$ cat src/rtl/mem_ctrl.sv
// mem_ctrl: memory access controller between the control unit and a
// synchronous single-port block RAM plus a 256-word MMIO page.
// Each accepted request yields exactly one registered done pulse. The
// enables must be seen low once before the next request is accepted.
module mem_ctrl #(
    parameter int unsigned MEM_WORDS    = 4096,
    parameter int unsigned READ_LATENCY = 1,
    parameter logic [15:0] MMIO_BASE    = 16'hFF00
) (
    input  logic        clk,
    input  logic        rst,
    input  logic [15:0] addr,
    input  logic [15:0] data_in,
    input  logic        read_en,
    input  logic        write_en,
    output logic [15:0] data_out,
    output logic        done,
    output logic        bram_en,
    output logic        bram_we,
    output logic [15:0] bram_addr,
    output logic [15:0] bram_wdata,
    input  logic [15:0] bram_rdata,
    output logic [15:0] gpio_out,
    output logic        addr_err
);

    localparam int unsigned DW    = 16;
    localparam int unsigned LAT_W = 2;

    typedef enum logic [2:0] {
        S_IDLE,
        S_RD_RAM,
        S_ACCESS,
        S_DONE,
        S_RELEASE
    } state_t;

    typedef enum logic [1:0] {
        K_RAM,
        K_MMIO,
        K_OOR
    } kind_t;

    state_t           state;
    logic [DW-1:0]    req_addr;
    logic [DW-1:0]    req_wdata;
    logic             req_wr;
    logic [LAT_W-1:0] lat_cnt;
    logic [DW-1:0]    cycle_cnt;

    kind_t            in_kind_c;
    kind_t            req_kind_c;
    logic [DW-1:0]    req_off_c;

    // Classify a word address as RAM, MMIO page or unmapped
    function automatic kind_t decode(input logic [DW-1:0] a);
        if (32'(a) < MEM_WORDS) begin
            return K_RAM;
        end else if ((32'(a) >= 32'(MMIO_BASE)) &&
                     (32'(a) <= (32'(MMIO_BASE) + 32'd255))) begin
            return K_MMIO;
        end
        return K_OOR;
    endfunction

    assign in_kind_c  = decode(addr);
    assign req_kind_c = decode(req_addr);
    assign req_off_c  = req_addr - MMIO_BASE;

    // Request FSM, BRAM port, MMIO registers and sticky error flag
    always_ff @(posedge clk) begin
        if (rst) begin
            state      <= S_IDLE;
            req_addr   <= '0;
            req_wdata  <= '0;
            req_wr     <= 1'b0;
            lat_cnt    <= '0;
            cycle_cnt  <= '0;
            data_out   <= '0;
            done       <= 1'b0;
            bram_en    <= 1'b0;
            bram_we    <= 1'b0;
            bram_addr  <= '0;
            bram_wdata <= '0;
            gpio_out   <= '0;
            addr_err   <= 1'b0;
        end else begin
            cycle_cnt <= cycle_cnt + DW'(1);
            done      <= 1'b0;
            case (state)
                S_IDLE: begin
                    if (read_en || write_en) begin
                        req_addr  <= addr;
                        req_wdata <= data_in;
                        // a simultaneous read+write is resolved as a write
                        req_wr    <= write_en;
                        if (read_en && write_en) begin
                            addr_err <= 1'b1;
                        end
                        if (in_kind_c == K_RAM) begin
                            bram_addr <= addr;
                            bram_en   <= 1'b1;
                            if (write_en) begin
                                bram_wdata <= data_in;
                                bram_we    <= 1'b1;
                                state      <= S_ACCESS;
                            end else begin
                                lat_cnt <= '0;
                                state   <= S_RD_RAM;
                            end
                        end else begin
                            state <= S_ACCESS;
                        end
                    end
                end
                S_RD_RAM: begin
                    bram_en <= 1'b0;
                    if (lat_cnt == LAT_W'(READ_LATENCY)) begin
                        data_out <= bram_rdata;
                        done     <= 1'b1;
                        state    <= S_DONE;
                    end else begin
                        lat_cnt <= lat_cnt + LAT_W'(1);
                    end
                end
                S_ACCESS: begin
                    bram_en <= 1'b0;
                    bram_we <= 1'b0;
                    done    <= 1'b1;
                    state   <= S_DONE;
                    case (req_kind_c)
                        K_MMIO: begin
                            if (req_wr) begin
                                if (req_off_c == DW'(0)) begin
                                    gpio_out <= req_wdata;
                                end
                            end else if (req_off_c == DW'(0)) begin
                                data_out <= gpio_out;
                            end else if (req_off_c == DW'(1)) begin
                                data_out <= cycle_cnt;
                            end else begin
                                data_out <= '0;
                            end
                        end
                        K_OOR: begin
                            addr_err <= 1'b1;
                            if (!req_wr) begin
                                data_out <= '0;
                            end
                        end
                        default: begin
                        end
                    endcase
                end
                S_DONE: begin
                    state <= S_RELEASE;
                end
                S_RELEASE: begin
                    if (!read_en && !write_en) begin
                        state <= S_IDLE;
                    end
                end
                default: begin
                    state <= S_IDLE;
                end
            endcase
        end
    end

endmodule

$ cat config.mk
export PLATFORM = sky130hd
export DESIGN_NAME = mem_ctrl
export DESIGN_NICKNAME = d
export VERILOG_FILES = /design/src/rtl/mem_ctrl.sv
export SDC_FILE = /design/constraint.sdc
export NUM_CORES = 1
export LEC_CHECK = 0
export BUFFER_PORTS_ARGS = -buffer_cell sky130_fd_sc_hd__buf_2
export CAP_MARGIN = 20
export CORE_UTILIZATION = 35
export DETAILED_ROUTE_END_ITERATION = 10
export PLACE_DENSITY_LB_ADDON = 0.08
export SYNTH_ARGS = -nofsm -noshare
export SYNTH_HDL_FRONTEND = slang
export SYNTH_SLANG_ARGS = --single-unit
$ cat constraint.sdc
create_clock -name clk -period 2.5 [get_ports clk]
set_clock_uncertainty 0.15 [all_clocks]
set_input_delay 0 -clock clk [delete_from_list [all_inputs] [get_ports clk]]
set_output_delay 0 -clock clk [all_outputs]
set_load 0.05 [all_outputs]
==> flow_summary.ini, run 1 <==
[placed_design]
gp_congestion = 0.815
io_buffer_count = 119
dpl.hpwl_mm = 9.21

[route]
wl_per_cell_um = 14.3
drc = 0
vias = 4818
viasPerCell = 5.02
antenna_left = 0
firstDrtPassIters = 4
wirelength_mm = 13.7
drt_iter0_drc = 219

[clocking]
cts_tree = yes
cts_made_buffers = 17
cts.clk_slew.worst_paths_ns = 0.05
clock-sinks = 122
cts_max_level = 4
cts-root-buf = clkbuf_16
clock_tree.buffer_depth = 2
insertion_delay_ns = 0.41

[critical_path]
end_kind = register
cp_max_fo = 32
arrival_ns = 2.53
r2r-start = state[0]
required_ns = 2.70
start_kind = register
reg2reg_slack_ns = 0.17
r2r-end = req_addr[9]
ff2ff_path_depth = 7
criticalPathCategory = register to register

[worst_hold_path]
worstHoldPathType = input pin to register
worstHoldPathCells = 4
worstHoldStart = addr[12]
min_to = state[1]

[floorplanning]
num_rows = 43
io_pins = 120
start_util_pct = 36.2
die_x_um = 123
coreArea_mm2 = 0.0140
die_area_mm2 = 0.0150
die_h_um = 123

[synth]
ys_types = 42
synth_edf_count = 0
seq_area_frac_synth_pct = 48.0
netlist_area_mm2 = 0.00509
avgSynthCellArea_um2 = 8.37
async_flop_share_pct = 0
synth_seq_cells = 122
ys.flop_type = dfxtp_1
synth_nets = 662
syn_inst = 608
yosys_warnings = 0

[timing]
drv_slew = 0
finalCritPeriodShare_pct = 93.1
fmax_mhz = 430
finalSetupTns_ns = 0
relSlewSlack_pct = 38.9
setup_viol = 0
hold_viol = 0
fin_crit_ns = 2.33
worst_pin_slew_ns = 0.915
rsz0062_at_grt = false

[final_layout]
fin_nets = 823
area_delta_synth_final_pct = 36.5
num_antenna_cells = 0
seq_area_mm2 = 0.00244
fillers = 1371
fin_util_pct = 49.5
drive_gt1_share_pct = 24.0
multi_input_area_mm2 = 0.00247

[power_and_ir_drop]
leakage_nw = 2.76
p_per_area_mw_per_mm2 = 768
irDropWorstVdd_v = 0.000462

[global_route]
grt_overflow_total = 0
antenna_found_initial = 0
grt_max_degree = 53
track_usage_pct = 19.1
grt_pass1_wl_mm = 22.3
grt_pass1_vias = 4524

[job]
drv_cap = 0

[outcome]
outcome = finished, final reports clean
[worst max-delay path, cell delays in order, from the launching register on]
cell and delay (ns):
dfxtp_1 0.63, nor3_1 0.11, buf_4 0.18, o21ai_2 0.05
buf_4 0.32, nand2_1 0.11, a21oi_1 0.15, dlygate4sd3_1 0.56
[sequential cells by signal, indices dropped and copies added, names as in the netlist, 2 cells and up]
name,flops
bram_addr,16
data_out,16
gpio_out,16
req_wdata,16
cycle_cnt,16
lat_cnt,2
bram_wdata,16
req_addr,16
state,3
[where the power goes]
part	switching [mW]	internal, mW	total [mW]
registers	0.102	2.09	2.19
clock network	0.796	1.33	2.12
logic	0.666	0.360	1.03
[cells in the final DEF, fill, tap and decap left out, types with 3 or more instances in the layout]
cell,instances
a21oi_1,88
mux2_2,16
a211oi_1,16
clkbuf_16,17
nor2b_1,3
mux2i_1,11
buf_2,118
nor3_2,3
o21ai_0,22
nor3_1,4
clkbuf_1,7
clkbuf_8,3
clkinv_2,3
a31oi_1,4
nand3_1,21
dlygate4sd3_1,53
and4_1,5
nor3b_1,4
xor2_1,5
nand2_1,106
dfxtp_1,122
nand2b_1,4
nor2_1,46
o21a_1,16
buf_4,15
or3_1,4
nand4_1,22
xnor2_1,4
nor4_1,7
[metal layers]
layer	part of all wire (%)	up-vias	global-route usage, %
met5	0	-	0
li1	-	2462	-
met2	42	136	28.0
met3	5.3	20	4.55
met1	51	2200	26.7
met4	1.7	0	7.32
[layout make-up]
| class | count | share of cell area [%] |
|---|---|---|
| clock buffer | 27 | 7.10 |
| sequential | 122 | 35.2 |
| multi-input combinational | 436 | 35.5 |
| inverter | 2 | 0.108 |
| tap | 180 | 3.24 |
| timing repair buffer | 190 | 18.7 |
| clock inverter | 3 | 0.216 |
[synth_stat cells (5+ instances only)]
| cell | instances | share of area [%] |
|---|---|---|
| o21ai_0 | 22 | 2.2 |
| clkbuf_1 | 40 | 3.0 |
| nand3_1 | 21 | 2.1 |
| mux2i_1 | 12 | 2.4 |
| nor3b_1 | 5 | 0.74 |
| mux2_2 | 16 | 3.5 |
| nor4_1 | 7 | 0.86 |
| dfxtp_1 | 122 | 48 |
| xor2_1 | 5 | 0.86 |
| a21oi_1 | 88 | 8.7 |
| nor3_1 | 5 | 0.49 |
| a211oi_1 | 16 | 2.4 |
| buf_2 | 6 | 0.59 |
| nor2_1 | 47 | 3.5 |
| and4_1 | 5 | 0.86 |
| nand2_1 | 106 | 7.8 |
| o21a_1 | 16 | 2.4 |
| nand4_1 | 22 | 2.7 |
[repair_timing]
item / CTS / global route
hold endpoints to repair: 89 / 0
setup endpoints to repair: 0 / 15
buffers inserted: 0 / 0
hold buffers: 54 / 0
gates resized for setup: 0 / 3
[worst max-delay path by stage]
stage | slack [ns] | startpoint | end
finish | 0.17 | state[0] | req_addr[9]
global route | 0.01 | state[0] | req_addr[8]
detailed placement | 0.38 | state[1] | data_out[14]
global placement | 0.38 | req_addr[15] | data_out[12]
CTS | 0.03 | addr[14] | bram_en
floorplan | 0.68 | state[0] | data_out[3]
[per-stage QoR]
stage	total power, mW	hold slack, ns	setup slack (ns)	std cells	instance area (µm²)
final	5.34	0.0730	0.172	960	6950
after global routing	5.60	0.0894	0.0102	960	6950
after CTS	5.39	0.0441	0.0340	960	6940
after detailed placement	3.19	0.111	0.376	876	5890
after global placement	3.17	0.105	0.377	875	5880
after floorplan	2.91	-0.0140	0.678	608	5090
[cell families (layout without fill, tap and decap cells)]
family,Yosys count,count (layout),synth area share (%)
AO/OA/AOI/OAI,158,158,17.9
buffers and inverters,50,222,3.98
flip-flops,122,122,48.0
AND/OR/NAND/NOR,239,239,22.2
multiplexers,28,28,5.90
adder cells (fa/ha/maj),2,2,0.492
XOR/XNOR,9,9,1.55
No activity file was read; power rests on OpenSTA's default activity.
==> run 2, diff against run 1 <==
- GPL_TIMING_DRIVEN: not set -> 0
==> flow_summary.ini, run 2 (synthesized netlist as in run 1, its figures left out) <==
[outcome]
outcome = finished, final reports clean

[critical_path]
required_ns = 2.69
crit_buf_inv = 3
arrival_ns = 2.58
start_kind = input pin
criticalPathCategory = input pin to register
crit_family = buffers and inverters
cpPeakStageDelay_ns = 0.73
path_common_cell = dlygate4sd3_1
cp_max_fo = 4
path_cells = dlygate4sd3_1 -> buf_2 -> or4_4 -> nor3_2 -> dlygate4sd3_1 -> nand2_1 -> a21oi_1
critical_path.slowest_cell = dlygate4sd3_1
end_kind = register

[floorplanning]
die_area_mm2 = 0.0150
die_h_um = 123
coreArea_mm2 = 0.0140
io_pins = 120
start_util_pct = 36.2
die_x_um = 123
num_rows = 43

[final_layout]
drive_gt1_share_pct = 21.5
final_common_cell = buf_2
fin_util_pct = 49.7
area_delta_synth_final_pct = 37.1
num_antenna_cells = 0
most-common-layout-cells = 123 x buf_2, 122 x dfxtp_1, 106 x nand2_1
fin_area_mm2 = 0.00697
fin_nets = 852

[clocking]
cts_tree = yes
cts.clk_slew.worst_paths_ns = 0.05
clock-sinks = 122
cts-root-buf = clkbuf_16
cts_made_buffers = 17
clock_tree.buffer_depth = 2
insertion_delay_ns = 0.41
post_cts.repair.setup_buffers = 0
cts_max_level = 4

[global_route]
top_usage_layer = met2
grt_overflow_total = 0
use_met1_pct = 27.5
grt_max_degree = 17
use_met3_pct = 5.67
track_usage_pct = 21.1
grt_pass1_wl_mm = 24.1
antenna_found_initial = 0
grtUsageMet2_pct = 33.5
grt_pass1_vias = 4764

[power_and_ir_drop]
p_per_area_mw_per_mm2 = 778
swShare_pct = 29.3
irDropWorstVdd_v = 0.000509
power.switching_mw = 1.59
combPwrFrac_pct = 19.3
internal_power_mw = 3.83
p_seq_share_pct = 40.0
clkPwrFrac_pct = 40.7
leakage_nw = 2.74

[timing]
finalCritPeriodShare_pct = 95.7
worst_pin_slew_ns = 0.848
drv_slew = 0
relSlewSlack_pct = 42.9
fin_crit_ns = 2.39
setup_viol = 0
rsz0062_at_grt = false
fmax_mhz = 418
hold_viol = 0

[route]
wirelength_mm = 14.9
drc = 0
vias = 4898
antenna_left = 0
viasPerCell = 4.97
firstDrtPassIters = 4
wl_per_cell_um = 15.1
drt_iter0_drc = 162

[placed_design]
dpl.hpwl_mm = 11.0
place_area_mm2 = 0.00590
io_buffer_count = 117
gp_congestion = 0.808

[job]
drv_cap = 0

[worst_hold_path]
worstHoldPathType = input pin to register
run 2: cell types whose count changed in the layout (fill, tap and decap cells not counted), sizes merged:
cell          before  now
clkbuf            27   63
buf              136  125
bufinv             0    1
dlygate4sd3       53   54
dlymetal6s4s       1    0
run 2: final timing paths:
check / start / to / slack, ns / cells past startpoint
worst max-delay path: addr[12] / bram_wdata[3] / 0.11 / 7
worst min-delay path: addr[10] / bram_addr[10] / 0.23 / 4
worst max register to register: state[0] / bram_wdata[3] / 0.14 / 5
worst min register to register: bram_wdata[2] / bram_wdata[2] / 0.31 / 2
run 2: per-stage QoR:
| stage | total power [mW] | cells | worst slack [ns] | hold WS, ns | TNS (ns) |
|---|---|---|---|---|---|
| after floorplan | 2.91 | 608 | 0.678 | -0.0140 | 0 |
| after global placement | 3.17 | 905 | 0.133 | 0.104 | 0 |
| after detailed placement | 3.19 | 905 | -0.00577 | 0.107 | -0.00577 |
| after CTS | 5.48 | 986 | 0.107 | 0.215 | 0 |
| after global routing | 5.71 | 986 | 0.0328 | 0.232 | 0 |
| final | 5.42 | 986 | 0.109 | 0.232 | 0 |
run 2: routing by layer:
metal	up-vias	part of all wire (%)
li1	2518	-
met1	2234	49
met2	133	45
met3	13	4.7
met4	0	0.96
met5	-	0
run 2: repair_timing:
action	in CTS	in global routing
resized for setup	1	2
hold buffers	54	0
endpoints found under the hold margin	83	0
endpoints found under the setup margin	2	15
run 2: final cells by class:
type | count | area (µm²)
fill | 1362 | 7070
multi-input combinational | 436 | 2450
sequential | 122 | 2440
timing repair buffer | 171 | 1130
clock buffer | 23 | 478
tap | 180 | 225
buffer | 48 | 196
clock inverter | 4 | 45.0
inverter | 2 | 7.51
run 2: power by group through the flow:
stage	clock, mW	combinational, mW	sequential, mW
after floorplan	0	0.507	2.40
after global placement	0	0.971	2.20
after detailed placement	0	0.988	2.20
after CTS	2.26	1.05	2.17
after global routing	2.37	1.15	2.18
final	2.21	1.05	2.17
run 2: worst min-delay path, delay by kind of cell:
| kind | cells | cell delay [ns] |
|---|---|---|
| buffers and inverters | 2 | 0.62 |
| multiplexers | 1 | 0.06 |
| AND/OR/NAND/NOR | 1 | 0.07 |
